### config.mk
export PLATFORM = sky130hd
export DESIGN_NAME = sdram_port_arbiter
export DESIGN_NICKNAME = d
export VERILOG_FILES = /design/src/rtl/sdram_port_arbiter.sv
export SDC_FILE = /design/constraint.sdc
export NUM_CORES = 1
export LEC_CHECK = 0
export BUFFER_PORTS_ARGS = -buffer_cell sky130_fd_sc_hd__buf_2
export CORE_MARGIN = 5
export CORE_UTILIZATION = 52
export DETAILED_ROUTE_END_ITERATION = 8
export PLACE_DENSITY = 0.82
export SLEW_MARGIN = 15
export SYNTH_ARGS = -nofsm -noshare
export SYNTH_HDL_FRONTEND = slang
export SYNTH_SLANG_ARGS = --single-unit
export TNS_END_PERCENT = 20
### constraint.sdc
create_clock -name clk -period 2.5 [get_ports clk]
set_input_delay 0 -clock clk [delete_from_list [all_inputs] [get_ports clk]]
set_output_delay 0 -clock clk [all_outputs]
set_load 0.005 [all_outputs]
### src/rtl/sdram_port_arbiter.sv
// Sequenced arbiter sharing SDRAM controller port 0 between the loader write
// stream (buffered in a small FIFO) and the video burst-read stream.
module sdram_port_arbiter #(
    parameter int FIFO_DEPTH      = 4,
    parameter int WR_HOLD_CYCLES  = 8,
    parameter int RD_DRAIN_CYCLES = 4,
    parameter int MAX_WR_RUN      = 16
) (
    input  logic        clk,
    input  logic        reset_n,
    input  logic        wr_req,
    input  logic [24:0] wr_addr,
    input  logic [15:0] wr_data,
    output logic        wr_ready,
    output logic        wr_overflow,
    input  logic        rd_req,
    input  logic [24:0] rd_addr,
    input  logic        rd_end_burst,
    output logic        rd_ack,
    output logic        rd_data_available,
    output logic [24:0] p0_addr,
    output logic [15:0] p0_data,
    output logic        p0_wr_req,
    output logic        p0_rd_req,
    output logic        p0_end_burst_req,
    input  logic        p0_data_available,
    output logic        busy
);

    localparam int PTR_W    = $clog2(FIFO_DEPTH);
    localparam int HOLD_MAX = (WR_HOLD_CYCLES > RD_DRAIN_CYCLES) ? WR_HOLD_CYCLES : RD_DRAIN_CYCLES;
    localparam int HOLD_W   = $clog2(HOLD_MAX + 1);
    localparam int RUN_W    = $clog2(MAX_WR_RUN + 2);

    localparam logic [PTR_W:0]    DEPTH_C    = (PTR_W + 1)'(FIFO_DEPTH);
    localparam logic [HOLD_W-1:0] WR_LOAD    = HOLD_W'(WR_HOLD_CYCLES - 1);
    localparam logic [HOLD_W-1:0] DRAIN_LOAD = HOLD_W'(RD_DRAIN_CYCLES - 1);
    localparam logic [RUN_W-1:0]  RUN_LIMIT  = RUN_W'(MAX_WR_RUN);

    typedef enum logic [1:0] {S_IDLE, S_WRITE, S_READ, S_DRAIN} state_t;

    state_t            state, state_n;
    logic [40:0]       mem [FIFO_DEPTH];
    logic [PTR_W-1:0]  wr_ptr, rd_ptr;
    logic [PTR_W:0]    count;
    logic [HOLD_W-1:0] hold, hold_n;
    logic [RUN_W-1:0]  run;
    logic              rd_pending;
    logic [24:0]       rd_addr_q;
    logic [24:0]       cur_addr;
    logic [15:0]       cur_data;
    logic              full, empty, push, pop;
    logic              issue_wr, issue_rd;
    logic [24:0]       head_addr;
    logic [15:0]       head_data;

    assign full      = (count == DEPTH_C);
    assign empty     = (count == '0);
    // Full is the registered flag, so a push coinciding with a pop on a full FIFO is dropped.
    assign push      = wr_req && !full;
    assign {head_addr, head_data} = mem[rd_ptr];

    assign wr_ready          = !full;
    assign rd_data_available = (state == S_READ) && p0_data_available;
    assign busy              = (state != S_IDLE) || !empty;

    // NOTE: storage array has no reset; only pointers and count need a known state.
    always_ff @(posedge clk) begin
        if (push) mem[wr_ptr] <= {wr_addr, wr_data};
    end

    // NOTE: every output and next-state value gets a default first, so no latches are inferred.
    always_comb begin
        state_n          = state;
        hold_n           = hold;
        pop              = 1'b0;
        issue_wr         = 1'b0;
        issue_rd         = 1'b0;
        p0_wr_req        = 1'b0;
        p0_rd_req        = 1'b0;
        p0_end_burst_req = 1'b0;
        rd_ack           = 1'b0;
        p0_addr          = '0;
        p0_data          = '0;
        case (state)
            S_IDLE: begin
                if (!empty && (!rd_pending || run < RUN_LIMIT)) begin
                    pop       = 1'b1;
                    issue_wr  = 1'b1;
                    p0_wr_req = 1'b1;
                    p0_addr   = head_addr;
                    p0_data   = head_data;
                    hold_n    = WR_LOAD;
                    state_n   = S_WRITE;
                end else if (rd_pending) begin
                    issue_rd  = 1'b1;
                    p0_rd_req = 1'b1;
                    rd_ack    = 1'b1;
                    p0_addr   = rd_addr_q;
                    state_n   = S_READ;
                end
            end
            S_WRITE: begin
                p0_addr = cur_addr;
                p0_data = cur_data;
                if (hold == '0) state_n = S_IDLE;
                else            hold_n  = hold - 1'b1;
            end
            S_READ: begin
                p0_addr = cur_addr;
                if (rd_end_burst) begin
                    p0_end_burst_req = 1'b1;
                    hold_n           = DRAIN_LOAD;
                    state_n          = S_DRAIN;
                end
            end
            S_DRAIN: begin
                if (hold == '0) state_n = S_IDLE;
                else            hold_n  = hold - 1'b1;
            end
            default: state_n = S_IDLE;
        endcase
    end

    // NOTE: sequential state uses non-blocking assignments so all registers update together.
    always_ff @(posedge clk or negedge reset_n) begin
        if (!reset_n) begin
            state       <= S_IDLE;
            hold        <= '0;
            run         <= '0;
            wr_ptr      <= '0;
            rd_ptr      <= '0;
            count       <= '0;
            wr_overflow <= 1'b0;
            rd_pending  <= 1'b0;
            rd_addr_q   <= '0;
            cur_addr    <= '0;
            cur_data    <= '0;
        end else begin
            state <= state_n;
            hold  <= hold_n;

            if (push) wr_ptr <= wr_ptr + 1'b1;
            if (pop)  rd_ptr <= rd_ptr + 1'b1;
            case ({push, pop})
                2'b10:   count <= count + 1'b1;
                2'b01:   count <= count - 1'b1;
                default: count <= count;
            endcase
            if (wr_req && full) wr_overflow <= 1'b1;

            // First request wins; later ones are ignored until the burst has drained.
            if (issue_rd) begin
                rd_pending <= 1'b0;
            end else if (rd_req && !rd_pending && state != S_READ && state != S_DRAIN) begin
                rd_pending <= 1'b1;
                rd_addr_q  <= rd_addr;
            end

            if (!rd_pending || issue_rd) run <= '0;
            else if (issue_wr)           run <= run + 1'b1;

            if (issue_wr) begin
                cur_addr <= head_addr;
                cur_data <= head_data;
            end else if (issue_rd) begin
                cur_addr <= rd_addr_q;
                cur_data <= '0;
            end
        end
    end

endmodule

==> results of run 1 <==
## path summary, 6_finish.rpt
path	to	slack [ns]	cells after the start
min in group asynchronous	hold[1]	0.07	2
worst min-delay path	hold[2]	0.03	4
max in group asynchronous	rd_addr_q[8]	1.77	3
worst min register to register	wr_overflow	0.46	1
worst max-delay path	p0_addr[21]	0.06	8
worst max register to register	cur_data[5]	0.21	5
## kinds of logic after synthesis
kind of cell,count (synthesis)
compound gates,98
xor+xnor,9
fa+ha+maj,15
buf+inv,70
flops,250
mux,72
simple gates,132
## repair_timing
action | in CTS | in global routing
hold endpoints to repair | 241 | 0
setup buffers | 4 | 4
cloned | 0 | 0
hold buffers | 68 | 0
setup endpoints to repair | 33 | 39
resized for setup | 5 | 12
## worst max-delay path: cells and delay by family, from the launching register on
family / cells / cell delay (ns)
AOI/OAI and AO/OA: 2 / 0.34
adders and majority gates: 1 / 0.22
buffers and inverters: 4 / 0.65
DFF: 1 / 0.44
and+or+nand+nor: 1 / 0.26
## registers in the layout, summed over array words and instances, names as in the netlist
signal and cells:
count 3, hold 4, cur_addr 25, cur_data 16, rd_pending 1, wr_overflow 1
wr_ptr 2, mem 164, rd_ptr 2, run 5, state 2, rd_addr_q 25
## layer usage
| metal | part of all wire (%) | vias up | wire [µm] |
|---|---|---|---|
| li1 | - | 2906 | - |
| met1 | 41 | 3272 | 9460 |
| met2 | 51 | 220 | 11900 |
| met3 | 5.3 | 36 | 1230 |
| met4 | 2.2 | 2 | 503 |
| met5 | 0.030 | - | 7 |
## placed cells by master (no fill, tap or decap), drive strengths merged, types with 22 or more instances in the layout
master	synthesis	layout
edfxtp	164	164
buf	28	151
nand2	89	89
dfrtp	86	86
dlygate4sd3	0	68
mux4	38	38
clkbuf	9	34
inv	33	33
mux2	28	28
a22o	22	22
a21o	22	22
a222oi	22	22
## final cells by class
| cell class | count | area (µm²) |
|---|---|---|
| inverter | 33 | 126 |
| tap | 265 | 332 |
| clock buffer | 34 | 711 |
| multi-input combinational | 326 | 3030 |
| timing repair buffer | 219 | 1600 |
| sequential | 250 | 7090 |
| clock inverter | 14 | 128 |
| fill | 1338 | 6520 |
## power breakdown
group / switching [mW] / internal [mW]
sequential: 0.695 / 5.72
combinational: 3.53 / 3.14
clock: 1.53 / 2.21
==> impl_results.rst, run 1 <==
.. list-table::
   :header-rows: 1

   * - Metric
     - Value
   * - Total of flip-flops plus latches after synthesis
     - 250
   * - Setup crit end kind
     - output port
   * - Time the worst path needs with I/O delays and setup
     - 2.44 ns
   * - Post-route cell area
     - 13000 µm²
   * - Final number of hold-violating endpoints
     - 0
   * - Final worst slack
     - 0.0626 ns
   * - Antenna Nets Post-Route
     - 0
   * - Final hold slack
     - 0.0319 ns
   * - Floorplan die area
     - 22900 µm²
   * - Number of distinct library cell variants in the gate-level netlist after synthesis
     - 54
   * - Final core utilization
     - 66.6%
   * - Area share of the largest cell type after synthesis
     - 47.5%
   * - Basic-gate share of the synthesized area counting and, or, nand and nor cells
     - 5.80%
   * - Clock latency on the worst-skew pair
     - 0.52 ns
   * - Max cap viols
     - 0
   * - Power Density
     - 1290 nW/µm²
   * - Hold Crit Start
     - rd_end_burst
   * - Proportion of layout cells with a drive suffix above 1
     - 31.6%
   * - Relative slew slack
     - 37.6%
   * - Multiplexer area fraction after synthesis
     - 11.9%
   * - CP max FO
     - 10
   * - Slew at the pin closest to its max-slew limit
     - 0.933 ns
   * - Ant diodes
     - 0
   * - Synth Flop Type
     - sky130_fd_sc_hd__edfxtp_1
   * - Grt met3 use
     - 2.81%
   * - Placed cell count
     - 1017
   * - Synthesized-area fraction occupied by ao, oa, aoi and oai cells
     - 8.20%
   * - Type of the most critical hold path
     - in -> reg
   * - Clock sink count
     - 250
   * - Top cells by count, synth
     - sky130_fd_sc_hd__edfxtp_1, sky130_fd_sc_hd__nand2_1, sky130_fd_sc_hd__dfrtp_1, sky130_fd_sc_hd__mux4_2, sky130_fd_sc_hd__inv_1
   * - Starting density of the core
     - 53.1%
   * - Port bufs
     - 120
   * - Clock tree root driver cell
     - sky130_fd_sc_hd__clkbuf_16
   * - Wire length of the first global-routing pass
     - 36.3 mm
   * - # DRC
     - 0
   * - Weighted congestion at the end of routability-driven global placement
     - 0.814
   * - Synthesis-to-layout area growth
     - 25.4%
   * - Library cell appearing most often on the critical path
     - sky130_fd_sc_hd__buf_4
   * - TritonRoute pass-1 iters
     - 5
   * - Via count of the first global-routing pass
     - 6800
   * - Post-synth top area cell
     - sky130_fd_sc_hd__edfxtp_1
   * - Cell with the biggest individual delay on the critical path
     - sky130_fd_sc_hd__dfrtp_2
   * - Cell area after placement
     - 11400 µm²
   * - Die extent in y
     - 151 µm
   * - Sum Neg Setup Slack
     - 0 ns
   * - Wire length after detailed routing
     - 23.1 mm
   * - Outcome
     - completed
   * - Via density per instance
     - 5.64
   * - TritonCTS clock tree
     - yes
   * - Maximum clock path buffer count
     - 3
   * - Number of CTS-inserted buffers
     - 26
   * - Post-place setup slack
     - 0.199 ns
   * - Number of instances in the synthesized netlist
     - 646
   * - Total track usage
     - 20.5%
   * - Global-route track usage on met1
     - 27.2%
   * - Most common cell in the synthesized netlist
     - sky130_fd_sc_hd__edfxtp_1
   * - Arrival time at the worst endpoint
     - 2.44 ns
   * - Async set-reset flop share out of synthesis
     - 34.4%
   * - Share of the cycle needed by the critical path after routing
     - 97.5%
   * - Top post-synthesis cells by area
     - sky130_fd_sc_hd__edfxtp_1, sky130_fd_sc_hd__dfrtp_1, sky130_fd_sc_hd__mux4_2, sky130_fd_sc_hd__nand2_1, sky130_fd_sc_hd__mux2_2
   * - Remaining global-route overflow
     - 0
   * - Number of antenna violations at the first check in global routing
     - 1
   * - XOR/XNOR share of the synthesized area
     - 0.760%
   * - Startpoint of the most critical setup path
     - state[1]
   * - Setup CP Type
     - reg -> out
   * - Yosys warns
     - 0
   * - Final net count
     - 943
   * - EDFF count, synth
     - 164
   * - Total nets after synthesis
     - 733
   * - Peak Freq
     - 410 MHz
   * - Ordered list of cells on the worst path
     - inv_1, ha_2, buf_4, o211a_1, nor2b_4, buf_4, a21o_1, buf_2
   * - Total chip power
     - 16.8 mW
   * - Main combinational cell family by area after synthesis
     - multiplexers
   * - Average wire per standard cell
     - 20.2 µm
   * - Slowest Stage Delay on Critical Path
     - 0.44 ns
   * - Die span in x
     - 151 µm
   * - Site row count
     - 51
   * - Cell Area, Synth
     - 10400 µm²
   * - Leakage power
     - 5.44 nW
   * - Layout Cells excl Fill
     - 1141
   * - Mean instance size in the synthesized netlist
     - 16.1 µm²
   * - Final slew viol count
     - 0
   * - Total number of vias
     - 6436
   * - GR met2 Demand/Resource
     - 35.7%
   * - Portion of the post-synthesis area used by sequential elements
     - 68.2%
   * - Worst voltage drop across the vdd grid
     - 0.861 mV
   * - Maximum number of pins on one net before global-route repair
     - 51
   * - Count of boundary I/O pins
     - 121
   * - # setup viols final
     - 0
   * - Core Region
     - 19500 µm²
   * - Busiest grt layer
     - met2
   * - Required arrival time at the worst endpoint
     - 2.50 ns
   * - Type of origin of the critical path
     - register
   * - Post-detailed-placement half-perimeter wirelength
     - 13.4 mm
   * - Worst setup skew after layout
     - 0.00991 ns
   * - Detailed router's first-iteration violation count
     - 645
   * - Clock edge transition at the registers on the reported setup and hold paths
     - 0.06 ns
   * - H-tree depth
     - 1
   * - Adder-cell area share of the yosys netlist
     - 1.88%
   * - Source of the worst register-to-register timing path
     - count[0]
(Power assumes the default switching activity.)
==> inputs of run 2 (changes only) <==
PLACE_DENSITY = default   (was 0.82)
PLACE_DENSITY_LB_ADDON = 0.08   (was default)
==> run 2 against run 1 <==
- global-route usage is 0.24 points higher
- final cell count up 0.96%
- final area up 1.6%
- first-iteration DRC count is 41% lower
- power is 3.8% higher
- largest cell class unchanged
- highest routed layer is now met4
==> impl_results.rst, run 2 (synthesis results as in run 1) <==
.. list-table::
   :header-rows: 1

   * - Metric
     - Value
   * - Outcome
     - completed
   * - Via count of the first global-routing pass
     - 6741
   * - RR Endpoint
     - count[2]
   * - Antenna Nets Post-Route
     - 0
   * - Ordered list of cells on the worst path
     - buf_4, buf_12, a211oi_1, a2111oi_2, a221o_1, buf_2
   * - Worst setup skew after layout
     - 0.0174 ns
   * - Slew at the pin closest to its max-slew limit
     - 0.688 ns
   * - Clock tree root driver cell
     - sky130_fd_sc_hd__clkbuf_16
   * - Clock Power Share
     - 24.8%
   * - Final slew viol count
     - 0
   * - Remaining global-route overflow
     - 0
   * - Detailed router's first-iteration violation count
     - 378
   * - Average wire per standard cell
     - 20.2 µm
   * - Number of CTS-inserted buffers
     - 26
   * - Placed cell count
     - 1021
   * - Final net count
     - 952
   * - Maximum number of pins on one net before global-route repair
     - 51
   * - Number of antenna violations at the first check in global routing
     - 1
   * - Final number of hold-violating endpoints
     - 0
   * - Clock latency on the worst-skew pair
     - 0.52 ns
   * - Unrepaired setup endpoints after global routing
     - true
   * - Peak Freq
     - 413 MHz
   * - Layout Cells excl Fill
     - 1152
   * - Via density per instance
     - 5.49
   * - Register-to-Register Setup Slack
     - 0.17 ns
   * - Clock edge transition at the registers on the reported setup and hold paths
     - 0.06 ns
   * - Die extent in y
     - 151 µm
   * - Arrival time at the worst endpoint
     - 2.42 ns
   * - Fillers
     - 1378
   * - TritonRoute pass-1 iters
     - 5
   * - # DRC
     - 0
   * - Power spent charging and discharging nets
     - 5.70 mW
   * - Synthesis-to-layout area growth
     - 27.3%
   * - Type of the most critical hold path
     - in -> async
   * - Largest registers
     - mem: 164 flops, cur_addr: 25 flops, rd_addr_q: 25 flops
   * - Type of origin of the critical path
     - register
   * - Most common cell after layout, fill and taps aside
     - sky130_fd_sc_hd__edfxtp_1
   * - Maximum clock path buffer count
     - 3
   * - Switching power as a share of total power
     - 32.7%
   * - Cell with the biggest individual delay on the critical path
     - sky130_fd_sc_hd__dfrtp_4
   * - Source of the worst register-to-register timing path
     - state[1]
   * - Max cap viols
     - 0
   * - Time the worst path needs with I/O delays and setup
     - 2.42 ns
   * - Port bufs
     - 120
   * - Wire length after detailed routing
     - 23.2 mm
   * - Clock sink count
     - 250
   * - Total track usage
     - 20.7%
   * - Slowest Stage Delay on Critical Path
     - 0.58 ns
   * - Count of boundary I/O pins
     - 121
   * - Share of the cycle needed by the critical path after routing
     - 96.8%
   * - # setup viols final
     - 0
   * - Share of power burned in registers
     - 36.9%
   * - Worst voltage drop across the vdd grid
     - 0.778 mV
   * - Most frequent cells in the layout
     - sky130_fd_sc_hd__edfxtp_1, sky130_fd_sc_hd__buf_2, sky130_fd_sc_hd__nand2_1, sky130_fd_sc_hd__dfrtp_1, sky130_fd_sc_hd__dlygate4sd3_1
   * - Setup crit end kind
     - output port
   * - Starting density of the core
     - 53.1%
   * - Sum Neg Setup Slack
     - 0 ns
   * - Comb pwr share
     - 38.3%
   * - Leakage power
     - 5.55 nW
   * - Floorplan die area
     - 22900 µm²
   * - Total number of vias
     - 6328
   * - Die span in x
     - 151 µm
   * - Proportion of layout cells with a drive suffix above 1
     - 32.1%
   * - Power Density
     - 1320 nW/µm²
   * - Core Region
     - 19500 µm²
   * - Wire length of the first global-routing pass
     - 36.6 mm
   * - Worst reg-to-reg path cell count
     - 11
   * - TritonCTS clock tree
     - yes
   * - Post-detailed-placement half-perimeter wirelength
     - 14.1 mm
   * - Flip-flop count of the largest register after layout
     - 164
   * - Site row count
     - 51
   * - H-tree depth
     - 1
   * - Setup CP Type
     - reg -> out
   * - Required arrival time at the worst endpoint
     - 2.50 ns
   * - Most flop-heavy register
     - mem
   * - Internal cell power
     - 11.8 mW
   * - CP max FO
     - 17
   * - Relative slew slack
     - 54.1%
   * - Weighted congestion at the end of routability-driven global placement
     - 0.755
## run 2: cell type report
| cell class | count | area, µm² | area share (%) |
|---|---|---|---|
| Inverter | 33 | 126 | 0.956 |
| Sequential cell | 250 | 7090 | 53.6 |
| Timing Repair Buffer | 228 | 1690 | 12.8 |
| Clock buffer | 36 | 709 | 5.37 |
| Tap cell | 265 | 332 | 2.51 |
| Clock inverter | 12 | 259 | 1.96 |
| Multi-Input combinational cell | 326 | 3000 | 22.7 |
| Antenna cell | 2 | 5.00 | 0.0379 |
## run 2: layer usage
| layer | share of wire (%) | vias up | GRT usage [%] |
|---|---|---|---|
| met1 | 42 | 3209 | 27.6 |
| met4 | 1.2 | 0 | 5.12 |
| met5 | 0 | - | 0 |
| met3 | 5.8 | 27 | 3.29 |
| li1 | - | 2913 | - |
| met2 | 51 | 179 | 35.9 |
## run 2: worst max path at each step
stage | startpoint | to | slack [ns] | cells after the start
floorplan | state[0] | count[2] | 0.009 | 14
global placement | state[1] | count[2] | 0.26 | 11
detailed placement | state[1] | count[2] | 0.15 | 11
CTS | rd_ptr[0] | p0_addr[5] | 0.002 | 5
global route | state[0] | p0_addr[4] | 0.005 | 7
finish | rd_ptr[0] | p0_addr[22] | 0.08 | 6
## run 2: what timing repair did
| item | in CTS | in global routing |
|---|---|---|
| endpoints found under the hold margin | 241 | 0 |
| hold buffers | 69 | 0 |
| endpoints found under the setup margin | 37 | 28 |
| buffers inserted | 1 | 11 |
| gates resized for setup | 7 | 9 |
## run 2: worst max-delay path, delay by kind of cell, from the launching register on
family	cells	cell delay, ns
DFF	1	0.58
AOI/OAI and AO/OA	3	0.83
buffers and inverters	3	0.48
## run 2: power by group through the flow
stage / Combinational (mW) / Sequential [mW] / Clock [mW]
3_5_place_dp: 6.38 / 6.56 / 0
3_3_place_gp: 6.24 / 6.48 / 0
4_1_cts: 6.54 / 6.49 / 4.40
5_1_grt: 7.33 / 6.58 / 4.57
2_1_floorplan: 4.42 / 6.22 / 0
6_report: 6.68 / 6.45 / 4.33
## run 2: metrics by stage
stage | utilization, % | worst slack (ns) | hold slack [ns] | power (mW) | area, µm²
after floorplan | - | 0.00916 | -0.296 | 10.6 | 10400
after global placement | 58.5 | 0.262 | 0.0808 | 12.7 | 11400
after detailed placement | 58.5 | 0.155 | 0.0958 | 12.9 | 11400
after CTS | 67.1 | 0.00174 | 0.0820 | 17.4 | 13100
after global routing | 67.7 | 0.00531 | 0.130 | 18.5 | 13200
final | 67.7 | 0.0804 | 0.0621 | 17.5 | 13200
